File: src/rtl/seg_pkg.sv
// Shared types, digit patterns and helpers for the 7-segment scan driver.
package seg_pkg;

  typedef logic [7:0] seg_pat_t;

  // Patterns are {a,b,c,d,e,f,g,dp}, active-low.
  localparam seg_pat_t SEG_BLANK = 8'hFF;
  localparam seg_pat_t SEG_D0    = 8'h03;
  localparam seg_pat_t SEG_D1    = 8'h9F;
  localparam seg_pat_t SEG_D2    = 8'h25;
  localparam seg_pat_t SEG_D3    = 8'h0D;
  localparam seg_pat_t SEG_D4    = 8'h99;
  localparam seg_pat_t SEG_D5    = 8'h49;
  localparam seg_pat_t SEG_D6    = 8'h41;
  localparam seg_pat_t SEG_D7    = 8'h1F;
  localparam seg_pat_t SEG_D8    = 8'h01;
  localparam seg_pat_t SEG_D9    = 8'h09;
  localparam seg_pat_t SEG_L     = 8'hE3;

  localparam logic [3:0] AN_OFF  = 4'b1111;
  localparam logic [6:0] SEG_OFF = 7'h7F;

  typedef enum logic {DRIVE, BLANK} scan_state_e;
  typedef enum logic [1:0] {RUN, BLINK, SOLID} mode_e;

  // Pattern bit 7 (a) lands on seg[0], bit 1 (g) on seg[6].
  function automatic logic [6:0] pat_to_seg(input seg_pat_t p);
    logic [6:0] s;
    for (int i = 0; i < 7; i++) s[i] = p[7-i];
    return s;
  endfunction

  // Counter width for a modulus, never narrower than one bit.
  function automatic int unsigned cnt_w(input int unsigned modulus);
    return (modulus > 1) ? $clog2(modulus) : 1;
  endfunction

endpackage

File: src/rtl/seg_scan_driver_if.sv
// Pattern inputs, game status and display pins of the scan driver.
// Optional SEG_DIM_EN adds the 2-bit brightness input dim.
interface seg_scan_driver_if;
  logic [7:0] seg_an3;
  logic [7:0] seg_an2;
  logic [7:0] seg_an1;
  logic [7:0] seg_an0;
  logic       start_game;
  logic       end_game;
  logic       lose;
`ifdef SEG_DIM_EN
  logic [1:0] dim;
`endif
  logic [6:0] seg;
  logic       dp;
  logic [3:0] an;

  modport master (
    output seg_an3, seg_an2, seg_an1, seg_an0, start_game, end_game, lose,
`ifdef SEG_DIM_EN
    output dim,
`endif
    input  seg, dp, an
  );

  modport slave (
    input  seg_an3, seg_an2, seg_an1, seg_an0, start_game, end_game, lose,
`ifdef SEG_DIM_EN
    input  dim,
`endif
    output seg, dp, an
  );
endinterface

File: src/rtl/seg_scan_timer.sv
// DRIVE/BLANK phase counter and digit index; flags frame starts and the dim window.
// With SEG_DIM_EN the anode window shrinks to ((dim+1)*DIGIT_CYCLES)/4 cycles.
module seg_scan_timer
  import seg_pkg::*;
#(
  parameter int unsigned DIGIT_CYCLES = 100000,
  parameter int unsigned BLANK_CYCLES = 2000
) (
  input  logic       clock,
  input  logic       reset_n,
`ifdef SEG_DIM_EN
  input  logic [1:0] dim,
`endif
  output logic [1:0] idx,
  output logic       in_drive,
  output logic       frame,
  output logic       gate
);

  localparam int unsigned CNT_W =
    cnt_w((DIGIT_CYCLES > BLANK_CYCLES) ? DIGIT_CYCLES : BLANK_CYCLES);
  localparam logic [CNT_W-1:0] DRIVE_LAST = CNT_W'(DIGIT_CYCLES - 1);
  localparam logic [CNT_W-1:0] BLANK_LAST =
    CNT_W'((BLANK_CYCLES > 0) ? BLANK_CYCLES - 1 : 0);

  scan_state_e      state_q, state_d;
  logic [CNT_W-1:0] cnt_q, cnt_d;
  logic [1:0]       idx_q, idx_d;

  always_ff @(posedge clock or negedge reset_n) begin
    if (!reset_n) begin
      state_q <= DRIVE;
      cnt_q   <= '0;
      idx_q   <= '0;
    end else begin
      state_q <= state_d;
      cnt_q   <= cnt_d;
      idx_q   <= idx_d;
    end
  end

  // Frame strobe marks the cycle whose edge moves the scan into index 0 DRIVE.
  always_comb begin
    state_d = state_q;
    cnt_d   = cnt_q + 1'b1;
    idx_d   = idx_q;
    frame   = 1'b0;
    case (state_q)
      DRIVE: begin
        if (cnt_q == DRIVE_LAST) begin
          cnt_d = '0;
          if (BLANK_CYCLES == 0) begin
            idx_d = idx_q + 2'd1;
            frame = (idx_q == 2'd3);
          end else begin
            state_d = BLANK;
          end
        end
      end
      BLANK: begin
        if (cnt_q == BLANK_LAST) begin
          cnt_d   = '0;
          state_d = DRIVE;
          idx_d   = idx_q + 2'd1;
          frame   = (idx_q == 2'd3);
        end
      end
      default: state_d = DRIVE;
    endcase
  end

  assign idx      = idx_q;
  assign in_drive = (state_q == DRIVE);

`ifdef SEG_DIM_EN
  logic [31:0] on_limit;
  always_comb on_limit = ((32'(dim) + 32'd1) * DIGIT_CYCLES) / 32'd4;
  assign gate = (32'(cnt_q) < on_limit);
`else
  assign gate = 1'b1;
`endif

endmodule

File: src/rtl/seg_scan_driver.sv
// Multiplexes four digit patterns onto a common-anode display; freezes the score at game end.
// Optional SEG_DIM_EN enables anode dimming through the dim input.
module seg_scan_driver
  import seg_pkg::*;
#(
  parameter int unsigned DIGIT_CYCLES = 100000,
  parameter int unsigned BLANK_CYCLES = 2000,
  parameter int unsigned BLINK_CYCLES = 25000000
) (
  input logic               clock,
  input logic               reset_n,
  seg_scan_driver_if.slave  bus
);

  localparam int unsigned BLINK_W = cnt_w(BLINK_CYCLES);
  localparam logic [BLINK_W-1:0] BLINK_LAST = BLINK_W'(BLINK_CYCLES - 1);

  logic [1:0]         idx;
  logic               in_drive, frame, gate;
  mode_e              mode_q, mode_d;
  seg_pat_t           shadow_q [4];
  logic               eg_q, rise, load;
  logic               blink_on_q, blink_on_d;
  logic [BLINK_W-1:0] bcnt_q, bcnt_d;
  logic [3:0]         an_d, an_q;
  logic [6:0]         seg_d, seg_q;
  logic               dp_d, dp_q;

  seg_scan_timer #(
    .DIGIT_CYCLES (DIGIT_CYCLES),
    .BLANK_CYCLES (BLANK_CYCLES)
  ) u_timer (
    .clock    (clock),
    .reset_n  (reset_n),
`ifdef SEG_DIM_EN
    .dim      (bus.dim),
`endif
    .idx      (idx),
    .in_drive (in_drive),
    .frame    (frame),
    .gate     (gate)
  );

  always_ff @(posedge clock or negedge reset_n) begin
    if (!reset_n) begin
      mode_q     <= RUN;
      eg_q       <= 1'b0;
      blink_on_q <= 1'b1;
      bcnt_q     <= '0;
      for (int i = 0; i < 4; i++) shadow_q[i] <= SEG_BLANK;
      an_q       <= AN_OFF;
      seg_q      <= SEG_OFF;
      dp_q       <= 1'b1;
    end else begin
      mode_q     <= mode_d;
      eg_q       <= bus.end_game;
      blink_on_q <= blink_on_d;
      bcnt_q     <= bcnt_d;
      if (load) begin
        shadow_q[0] <= bus.seg_an0;
        shadow_q[1] <= bus.seg_an1;
        shadow_q[2] <= bus.seg_an2;
        shadow_q[3] <= bus.seg_an3;
      end
      an_q       <= an_d;
      seg_q      <= seg_d;
      dp_q       <= dp_d;
    end
  end

  // Mode FSM: start_game low always wins; the end_game edge captures the score once.
  always_comb begin
    mode_d     = mode_q;
    load       = 1'b0;
    bcnt_d     = '0;
    blink_on_d = 1'b1;
    rise       = bus.end_game & ~eg_q;
    if (mode_q == RUN) load = frame;
    if (!bus.start_game) begin
      mode_d = RUN;
    end else if ((mode_q == RUN) && rise) begin
      mode_d = bus.lose ? BLINK : SOLID;
      load   = 1'b1;
    end
    if ((mode_q == BLINK) && (mode_d == BLINK)) begin
      bcnt_d     = bcnt_q + 1'b1;
      blink_on_d = blink_on_q;
      if (bcnt_q == BLINK_LAST) begin
        bcnt_d     = '0;
        blink_on_d = ~blink_on_q;
      end
    end
  end

  // Pin values for the current scan slot, registered one cycle later.
  always_comb begin
    an_d  = AN_OFF;
    seg_d = SEG_OFF;
    dp_d  = 1'b1;
    if (in_drive) begin
      seg_d = pat_to_seg(shadow_q[idx]);
      dp_d  = shadow_q[idx][0];
      if (gate && !((mode_q == BLINK) && !blink_on_q)) an_d = ~(4'b0001 << idx);
    end
  end

  assign bus.an  = an_q;
  assign bus.seg = seg_q;
  assign bus.dp  = dp_q;

endmodule
File: src/flat_wrapper.sv
// flat-port wrapper written by rule: the top's interface ports become plain ports
module seg_scan_driver_flat import seg_pkg::*;
#(
  parameter int unsigned DIGIT_CYCLES = 100000,
  parameter int unsigned BLANK_CYCLES = 2000,
  parameter int unsigned BLINK_CYCLES = 25000000
)
  (clock, reset_n, bus_seg_an3, bus_seg_an2, bus_seg_an1, bus_seg_an0, bus_start_game, bus_end_game, bus_lose, bus_seg, bus_dp, bus_an);
  seg_scan_driver_if bus_i ();
  input logic clock;
  input logic reset_n;
  input wire logic [$bits(bus_i.seg_an3)-1:0] bus_seg_an3;
  input wire logic [$bits(bus_i.seg_an2)-1:0] bus_seg_an2;
  input wire logic [$bits(bus_i.seg_an1)-1:0] bus_seg_an1;
  input wire logic [$bits(bus_i.seg_an0)-1:0] bus_seg_an0;
  input wire logic [$bits(bus_i.start_game)-1:0] bus_start_game;
  input wire logic [$bits(bus_i.end_game)-1:0] bus_end_game;
  input wire logic [$bits(bus_i.lose)-1:0] bus_lose;
  output wire logic [$bits(bus_i.seg)-1:0] bus_seg;
  output wire logic [$bits(bus_i.dp)-1:0] bus_dp;
  output wire logic [$bits(bus_i.an)-1:0] bus_an;
  assign bus_i.seg_an3 = bus_seg_an3;
  assign bus_i.seg_an2 = bus_seg_an2;
  assign bus_i.seg_an1 = bus_seg_an1;
  assign bus_i.seg_an0 = bus_seg_an0;
  assign bus_i.start_game = bus_start_game;
  assign bus_i.end_game = bus_end_game;
  assign bus_i.lose = bus_lose;
  assign bus_seg = bus_i.seg;
  assign bus_dp = bus_i.dp;
  assign bus_an = bus_i.an;
  seg_scan_driver #(.DIGIT_CYCLES(DIGIT_CYCLES), .BLANK_CYCLES(BLANK_CYCLES), .BLINK_CYCLES(BLINK_CYCLES)) u_core (.clock(clock), .reset_n(reset_n), .bus(bus_i));
endmodule
File: config.mk
export PLATFORM = sky130hd
export DESIGN_NAME = seg_scan_driver_flat
export DESIGN_NICKNAME = d
export VERILOG_FILES = /design/src/rtl/seg_pkg.sv /design/src/rtl/seg_scan_driver_if.sv /design/src/rtl/seg_scan_timer.sv /design/src/rtl/seg_scan_driver.sv /design/src/flat_wrapper.sv
export SDC_FILE = /design/constraint.sdc
export NUM_CORES = 1
export LEC_CHECK = 0
export CAP_MARGIN = 20
export CORE_ASPECT_RATIO = 0.9
export CORE_MARGIN = 2
export CORE_UTILIZATION = 40
export DETAILED_ROUTE_END_ITERATION = 7
export HOLD_SLACK_MARGIN = 0.12
export SETUP_SLACK_MARGIN = 0.3
export SLEW_MARGIN = 20
export SYNTH_ARGS = -nofsm -noshare
export SYNTH_HDL_FRONTEND = slang
export SYNTH_SLANG_ARGS = --single-unit
File: constraint.sdc
create_clock -name clock -period 3.6 [get_ports clock]
set_input_delay 0.72 -clock clock [delete_from_list [all_inputs] [get_ports clock]]
set_output_delay 0.72 -clock clock [all_outputs]
set_load 0.05 [all_outputs]
* Word-level counts from Yosys, hierarchy flattened
Cells that the tools add are included.
** Word-level totals
- Register bits :: 93
** Operators by class
- $add $sub $neg :: 3
- $lt $le $gt $ge :: 1
- Eq/ne operators :: 7
- Shifts and indexed selects :: 1
- Multiplexer cells :: 25
- Bitwise operators :: 6
- Reductions and logical operators :: 6
** Operators by type and width (number)
- $mux 25 :: 2
- $mux 17 :: 2
- $pmux 17 s2 :: 1
- $add 25x1->25 const B :: 1
- $eq 25x25->1 const B :: 1
- $add 17x1->17 const B :: 1
- $eq 17x11->1 const B :: 1
- $eq 17x17->1 const B :: 1
- $bmux 8 s2 :: 1
- $mux 8 :: 2
- $mux 1 :: 10
- $mux 4 :: 2
- $mux 7 :: 1
- $mux 2 :: 3
- $eq 2x1->1 const B :: 2
- $not 4->4 :: 1
- $shl 1x2->4 const A :: 1
- $ge 3x3->1 const B :: 1
- $logic_and 1x1->1 :: 3
- $not 1->1 :: 3
- $not 2->3 :: 1
- $add 2x1->2 const B :: 1
- $eq 2x2->1 const B :: 1
- $logic_not 2->1 :: 1
- 5 further kinds :: 5

* Longest topological paths before layout
Gate-level depths: netlist of the first run.
- Depth in word-level cells :: 8
- Mapped depth :: 6
- Mapped depth without buffers :: 5

* By module
Synthesis of the first run repeated with hierarchy kept, for this count alone.
** Unflattened totals
- Cells, all modules :: 361
- Area total of the unflattened synthesis :: 4339.2 sq um
** Modules (own cells, without submodules)
- seg_scan_driver :: instances 1, cells each 258, area an instance 3304.4 sq um, sequential area each 1883.1 sq um
- seg_scan_timer :: instances 1, cells each 103, area an instance 1034.7 sq um, sequential area each 500.5 sq um

* Least setup slack after synthesis of the first run
Ideal clock, no wire load.
- Kind :: register to register
- From :: register u_core.u_timer.cnt_q[11]
- To :: register u_core.shadow_q[11] (netlist bit)
- Arrival time :: 2174 ps
- Setup slack :: 1344 ps
- Stages on the path, launching flop included :: 6
- Buffers on the path :: 1
- Cell sequence :: dfrtp_1 or3_1 or4b_4 o31ai_4 buf_6 mux2_2
** Between the ends
- Longest elaborated chain between the ends :: 6
** Ends and longest elaborated chain
- start, declared :: RTL line seg_scan_timer.sv:27 : logic [CNT_W-1:0] cnt_q, cnt_d;
- start signal, assigned :: RTL line seg_scan_timer.sv:37 : cnt_q <= cnt_d;
- $eq 17x11->1 (*) :: RTL line seg_scan_timer.sv:61 : if (cnt_q == BLANK_LAST) begin
- $mux 1 (*) :: RTL line seg_scan_timer.sv:61
- $mux 1 (*) :: RTL line seg_scan_timer.sv:48 : case (state_q)
- $mux 1 (*) :: RTL line seg_scan_driver.sv:78 : if (mode_q == RUN) load = frame;
- $mux 1 :: RTL line seg_scan_driver.sv:81 : end else if ((mode_q == RUN) && rise) begin
- $mux 1 (*) :: RTL line seg_scan_driver.sv:79 : if (!bus.start_game) begin
- end, declared :: RTL line seg_scan_driver.sv:21 : seg_pat_t shadow_q [4];
Mark *: on every way between the ends. The rest lies on a longest branch, timed or not.
A chain may end at the register's enable or synchronous reset.

* Final worst setup path of the first run
- From :: register u_core.u_timer.cnt_q[12]
- To :: register u_core.shadow_q[17] (netlist bit)
The elaborated chain is that of the path after synthesis.

==> reports/qor.txt, run 1 <==
antenna diode instance count: 0
final number of setup-violating endpoints: 0
status: finished, final reports clean
total CTS buffers: 9
Avg Synthesized Cell Area: 12.0 sq um
layout cell share with drive strength beyond 1: 28.3%
buffers and inverters on the worst path: 1
area of the placeable core: 10300 sq um
final weighted congestion in routability-driven placement: 0.801
number of instances in the synthesized netlist: 357
Via density: 5.21
sequential cell area in the final layout: 2380 sq um
count of warnings emitted by yosys: 0
total number of vias: 2826
starting density of the core: 41.6%
area delta synth->final: 21.0%
most common cell after layout, fill and taps aside: dfrtp_1
hold path cells: 1
pwr/cell area: 493 nW/um^2
total track usage: 15.3%
final hold vios: 0
Worst Max-Slew Pin Slew: 0.878 ns
number of remaining DRC errors: 0
clock latency on the worst-skew pair: 0.34 ns
path category of the worst min-delay check: register to register
post-detailed-route wirelength per cell: 15.1 um
Maximum Capacitance Violations: 0
total length of routed wires: 8200 um
largest incremental delay on the critical path: 0.57 ns
top cell type's share of synthesized area: 27.9%
Final Hold Slack: 0.460 ns
worst path cell trace: or3_1 -> or4b_4 -> o31ai_4 -> buf_4 -> mux2_2
worst flop-to-flop path startpoint: u_core.u_timer.cnt_q[12]
maximum clock frequency: 405 MHz
Post-Synthesis Cell Area: 4300 sq um
antenna violations before repair: 0
Arrival @ worst endpoint: 2.73 ns
Routed Antenna Nets: 0
sequential area share after synthesis: 55.4%
CTS Hold Buffers Added: 0
met3 track demand over resource: 4.15%
cell type with the highest aggregate area in the netlist: dfrtp_1
leading register cell type out of synthesis: dfrtp_1
Die Wd: 113 um
met1 capacity usage during global routing: 19.6%
Max FO, Critical Path: 32
Synth async-reset ratio: 100%
top library cells by usage in the layout, fill and taps aside: 48 x dfrtp_1, 47 x clkdlybuf4s50_1, 45 x dfstp_2
Worst VDD drop: 0.000272 V
Root Driver: clkbuf_16
length of the first detailed-routing pass in iterations: 4
min cycle time layout: 2.47 ns
Resized Gates After CTS: 0
cell class contributing the biggest share of worst-path delay: simple AND/OR/NAND/NOR gates
number of buffer cells added on primary ports: 48
floorplan die area: 11600 sq um
count of fill cells added during filler insertion: 932
vias in the first global route: 2861
number of enable-type register cells in the synthesized netlist: 0
Nets: 451
startpoint of the worst hold path: u_core.u_timer.cnt_q[0]
critical-path cell with the highest stage delay: or4b_4
number of primary I/O pins: 49
clk_skew: 0.0102 ns
total negative slack for setup checks: 0 ns
pin count of the biggest net entering global routing: 71
number of distinct library cells after synthesis: 39
H-tree level count: 3
first-pass GRT wire length: 13900 um
crit path kind: register to register
fraction of met2 tracks used by global routing: 24.8%
total count of max-transition violations in the final report: 0
endpoint class of the critical path: register
combined area of the multi-input logic cells: 1820 sq um
post-DP HPWL: 5660 um
total nets after synthesis: 400
number of buffers between clock root and the deepest sink: 2
Leakage: 1.97 nW
RSZ-0062 raised after global routing: false
Req. time, crit path: 3.86 ns
number of setup buffers added after CTS: 0
dominant cells by area after synthesis: dfrtp_1 28%, dfstp_2 28%, mux2_2 8.6%
Worst setup startpoint: u_core.u_timer.cnt_q[12]
TritonCTS clock tree: built
Starting DRT DRC Count: 93
Most Crowded Layer GR: met2
flip-flop and latch count after synthesis: 93
relative max-transition margin: 41.5%
CTS sink cnt: 93
cells on worst reg2reg path: 5
logic depth of the worst setup path including buffers: 5
CP startpoint kind: register
clock edge transition at the registers on the reported setup and hold paths: 0.06 ns
vertical die dimension: 102 um
number of standard-cell rows in the floorplan: 35
gr ovfl total: 0
fin crit share: 68.6%
-- registers in the layout (all words and copies together), names as in the netlist --
register and cells:
u_core.bcnt_q 25, u_core.blink_on_q 1, u_core.bus.an 4, u_core.bus.dp 1
u_core.bus.seg 7, u_core.eg_q 1, u_core.mode_q 2, u_core.shadow_q 32
u_core.u_timer.cnt_q 17, u_core.u_timer.idx 2, u_core.u_timer.state_q 1
-- per-layer routing --
layer  routed length (um)  vias up
met5                    0        -
met4                  162        0
met3                  261       13
met2                 4060       34
met1                 3720     1402
li1                     -     1377
-- report_power, final --
group | internal [mW] | leakage (nW) | switching, mW
Clock | 0.577 | 0.150 | 0.379
Sequential | 1.23 | 1.13 | 0.0486
Combinational | 0.179 | 0.694 | 0.155
-- cells in the mapped netlist (2+ instances only) --
| cell type | n |
|---|---|
| dfstp_2 | 45 |
| and3_1 | 5 |
| ha_1 | 6 |
| or4_1 | 11 |
| nor2_1 | 31 |
| xor2_1 | 11 |
| nand3_1 | 14 |
| mux2_2 | 33 |
| nor3_1 | 7 |
| nand2_1 | 25 |
| clkbuf_1 | 8 |
| and4_1 | 2 |
| xnor2_1 | 15 |
| o31ai_1 | 8 |
| nor4b_1 | 2 |
| nor4_1 | 5 |
| a21oi_1 | 14 |
| mux4_2 | 8 |
| buf_6 | 3 |
| nand4b_1 | 3 |
| or2_2 | 9 |
| dfrtp_1 | 48 |
| o21a_1 | 2 |
| nor4bb_1 | 2 |
| nand4_1 | 8 |
| inv_1 | 8 |
| o21ai_0 | 6 |
| nor2b_1 | 3 |
| or3_1 | 5 |
-- final timing paths --
| path | to | slack, ns |
|---|---|---|
| setup / recovery | u_core.shadow_q[17] | 1.13 |
| hold / removal | u_core.u_timer.cnt_q[0] | 0.46 |
| setup reg to reg | u_core.shadow_q[17] | 1.13 |
| hold reg to reg | u_core.u_timer.cnt_q[0] | 0.46 |
| max in group asynchronous | u_core.bus.seg[0] | 2.23 |
| min in group asynchronous | u_core.bcnt_q[9] | 0.49 |
-- worst register-to-register path: cells and delay by family, from the launching register on --
kind	cells	cell delay, ns
flip-flops	1	0.42
AND/OR/NAND/NOR	2	0.93
multiplexers	1	0.41
buffers and inverters	1	0.40
AO/OA/AOI/OAI	1	0.24
-- final cells by class --
type | instances | share of cell area (%)
Sequential cell | 93 | 45.8
Multi-Input combinational cell | 244 | 34.9
Timing Repair Buffer | 52 | 9.76
Clock buffer | 13 | 5.00
Tap cell | 129 | 3.10
Clock inverter | 3 | 0.842
Inverter | 8 | 0.577
-- per-stage QoR --
stage	util [%]	instance area, sq um	std cells	power [mW]	setup slack (ns)
after floorplan	-	4300	357	1.50	1.34
after global placement	47.4	4900	526	1.62	1.14
after detailed placement	47.4	4900	526	1.64	1.13
after CTS	50.4	5200	542	2.60	1.13
after global routing	50.4	5200	542	2.67	1.03
final	50.4	5200	542	2.57	1.13
-- cells by family (layout without fill, tap and decap cells) --
kind of cell / Yosys count / count (layout) / synth area share (%)
DFF: 93 / 93 / 55.4
and+or+nand+nor: 137 / 137 / 17.2
adders and majority gates: 6 / 6 / 1.75
buffers and inverters: 20 / 76 / 2.30
AOI/OAI and AO/OA: 33 / 33 / 4.89
muxes: 42 / 42 / 13.1
xor gates and xnor gates: 26 / 26 / 5.30
Power figures use the tool's default switching activity.
==> run 2, diff against run 1 <==
Clock period 3.6 ns to 2.1 ns, I/O delays scaled along.
==> run 2 against run 1 <==
The flow now finishes with violations (setup timing). Cell area is 19% higher. Combinational power up 92%. Die area did not move. Register-to-register slack worse by 1.2 ns. Sequential power grew 72%. Via count grew 15%. Largest cell class unchanged.
==> reports/qor.txt, run 2 (same netlist as run 1, synthesis figures left out) <==
fin crit share: 105%
RSZ-0062 raised after global routing: true
Maximum Capacitance Violations: 0
sequential cell area in the final layout: 2380 sq um
leading registers by flop count: u_core.shadow_q x32, u_core.bcnt_q x25, u_core.u_timer.cnt_q x17
area delta synth->final: 44.2%
TritonCTS clock tree: built
metal3 WL: 555 um
H-tree level count: 3
total negative slack for setup checks: -2.49 ns
CTS sink cnt: 93
vias in the first global route: 3243
final hold vios: 0
top library cells by usage in the layout, fill and taps aside: 54 x buf_4, 47 x dfrtp_1, 45 x dfstp_2
post-detailed-route wirelength per cell: 17.7 um
cells on worst reg2reg path: 6
vertical die dimension: 102 um
status: finished with violations
Via density: 5.37
crit path kind: register to register
length of the first detailed-routing pass in iterations: 4
Die Wd: 113 um
Starting DRT DRC Count: 179
number of remaining DRC errors: 0
number of standard-cell rows in the floorplan: 35
flip-flop count of the largest register after layout: 32
first-pass GRT wire length: 16300 um
maximum clock frequency: 455 MHz
final weighted congestion in routability-driven placement: 0.766
terminating pin of the worst hold path: u_core.u_timer.cnt_q[14]
post-DP HPWL: 6050 um
violations in the final reports: setup timing
starting density of the core: 41.6%
pwr/cell area: 729 nW/um^2
total length of routed wires: 10700 um
Worst VDD drop: 0.000516 V
pin count of the biggest net entering global routing: 39
Root Driver: clkbuf_16
number of buffer cells added on primary ports: 48
utilization after layout: 60.0%
Routed Antenna Nets: 0
area of the placeable core: 10300 sq um
Worst Max-Slew Pin Slew: 0.482 ns
endpoint class of the critical path: register
clk_skew: 0.00548 ns
layout cell share with drive strength beyond 1: 50.1%
wire length on met2: 5220 um
antenna violations before repair: 0
clock latency on the worst-skew pair: 0.34 ns
Req. time, crit path: 2.36 ns
Worst setup startpoint: u_core.u_timer.cnt_q[11]
Post-Place Setup Slack: -0.0519 ns
final number of setup-violating endpoints: 32
Arrival @ worst endpoint: 2.46 ns
wire length on met1: 4800 um
path category of the worst min-delay check: register to register
CP startpoint kind: register
antenna diode instance count: 0
relative max-transition margin: 68.0%
total CTS buffers: 9
floorplan die area: 11600 sq um
end of the worst register-to-register path: u_core.shadow_q[14]
min cycle time layout: 2.20 ns
Leakage: 2.44 nW
Reg2Reg Setup Slack: -0.1 ns
worst flop-to-flop path startpoint: u_core.u_timer.cnt_q[11]
total track usage: 18.3%
total count of max-transition violations in the final report: 0
setup slack after layout: -0.0979 ns
combined area of the multi-input logic cells: 2150 sq um
count of fill cells added during filler insertion: 837
most common cell after layout, fill and taps aside: buf_4
number of buffers between clock root and the deepest sink: 2
Max FO, Critical Path: 16
startpoint of the worst hold path: u_core.u_timer.cnt_q[14]
topmost layer with routed signal wires: met4
largest register by flop count: u_core.shadow_q
gr ovfl total: 0
Nets: 515
hold path cells: 1
number of primary I/O pins: 49
clock edge transition at the registers on the reported setup and hold paths: 0.06 ns
total number of vias: 3252
-- run 2: cell count changes in the layout (fill, tap and decap cells not counted), moves of 12 or more --
cell             change
buf_4               +49
nor2_1              -15
nor2_4              +15
mux2_2              -13
mux2_4              +13
clkdlybuf4s50_1     -12
-- run 2: cell type report --
cell class                 count  area share, %
sequential                    93           38.5
timing repair buffer         115           18.6
inverter                       8          0.484
multi-input combinational    245           34.6
clock inverter                 3          0.363
clock buffer                  13           4.88
tap                          129           2.60
-- run 2: routing by layer --
layer	vias to the layer above	global-route usage (%)
met5	-	0
met2	88	28.5
li1	1521	-
met4	0	6.00
met1	1631	24.9
met3	12	5.16
-- run 2: power by group --
group          switching [mW]  leakage (nW)  internal (mW)
combinational           0.291          1.15          0.350
clock                   0.665         0.162           1.01
sequential             0.0900          1.12           2.11
total                    1.05          2.44           3.47
-- run 2: worst max-delay path, cell delays in order (launching register included) --
cell and delay, ns:
dfrtp_1 0.38, or3_1 0.36, or4b_4 0.51, o31ai_4 0.20
buf_6 0.17, buf_12 0.16, mux2_2 0.34
-- run 2: timing repair --
action | in CTS | in global routing
pin swaps | 18 | 23
endpoints found under the hold margin | 18 | 0
gates cloned | 3 | 3
setup buffers | 25 | 12
hold buffers | 1 | 0
endpoints found under the setup margin | 78 | 75
resized for setup | 39 | 63
-- run 2: how the worst max path moves through the flow --
stage / to / depth (start not counted)
3_3_place_gp: u_core.shadow_q[1] / 5
3_5_place_dp: u_core.shadow_q[14] / 5
4_1_cts: u_core.shadow_q[31] / 5
2_1_floorplan: u_core.shadow_q[11] / 5
5_1_grt: u_core.shadow_q[2] / 6
6_report: u_core.shadow_q[14] / 6
-- run 2: through the flow --
step / hold WS [ns] / area (sq um) / cells / total power, mW
2_1_floorplan: 0.124 / 4330 / 357 / 2.58
3_3_place_gp: 0.372 / 5100 / 546 / 2.80
3_5_place_dp: 0.382 / 5100 / 546 / 2.82
4_1_cts: 0.536 / 5810 / 591 / 4.53
5_1_grt: 0.571 / 6200 / 606 / 4.72
6_report: 0.533 / 6200 / 606 / 4.52
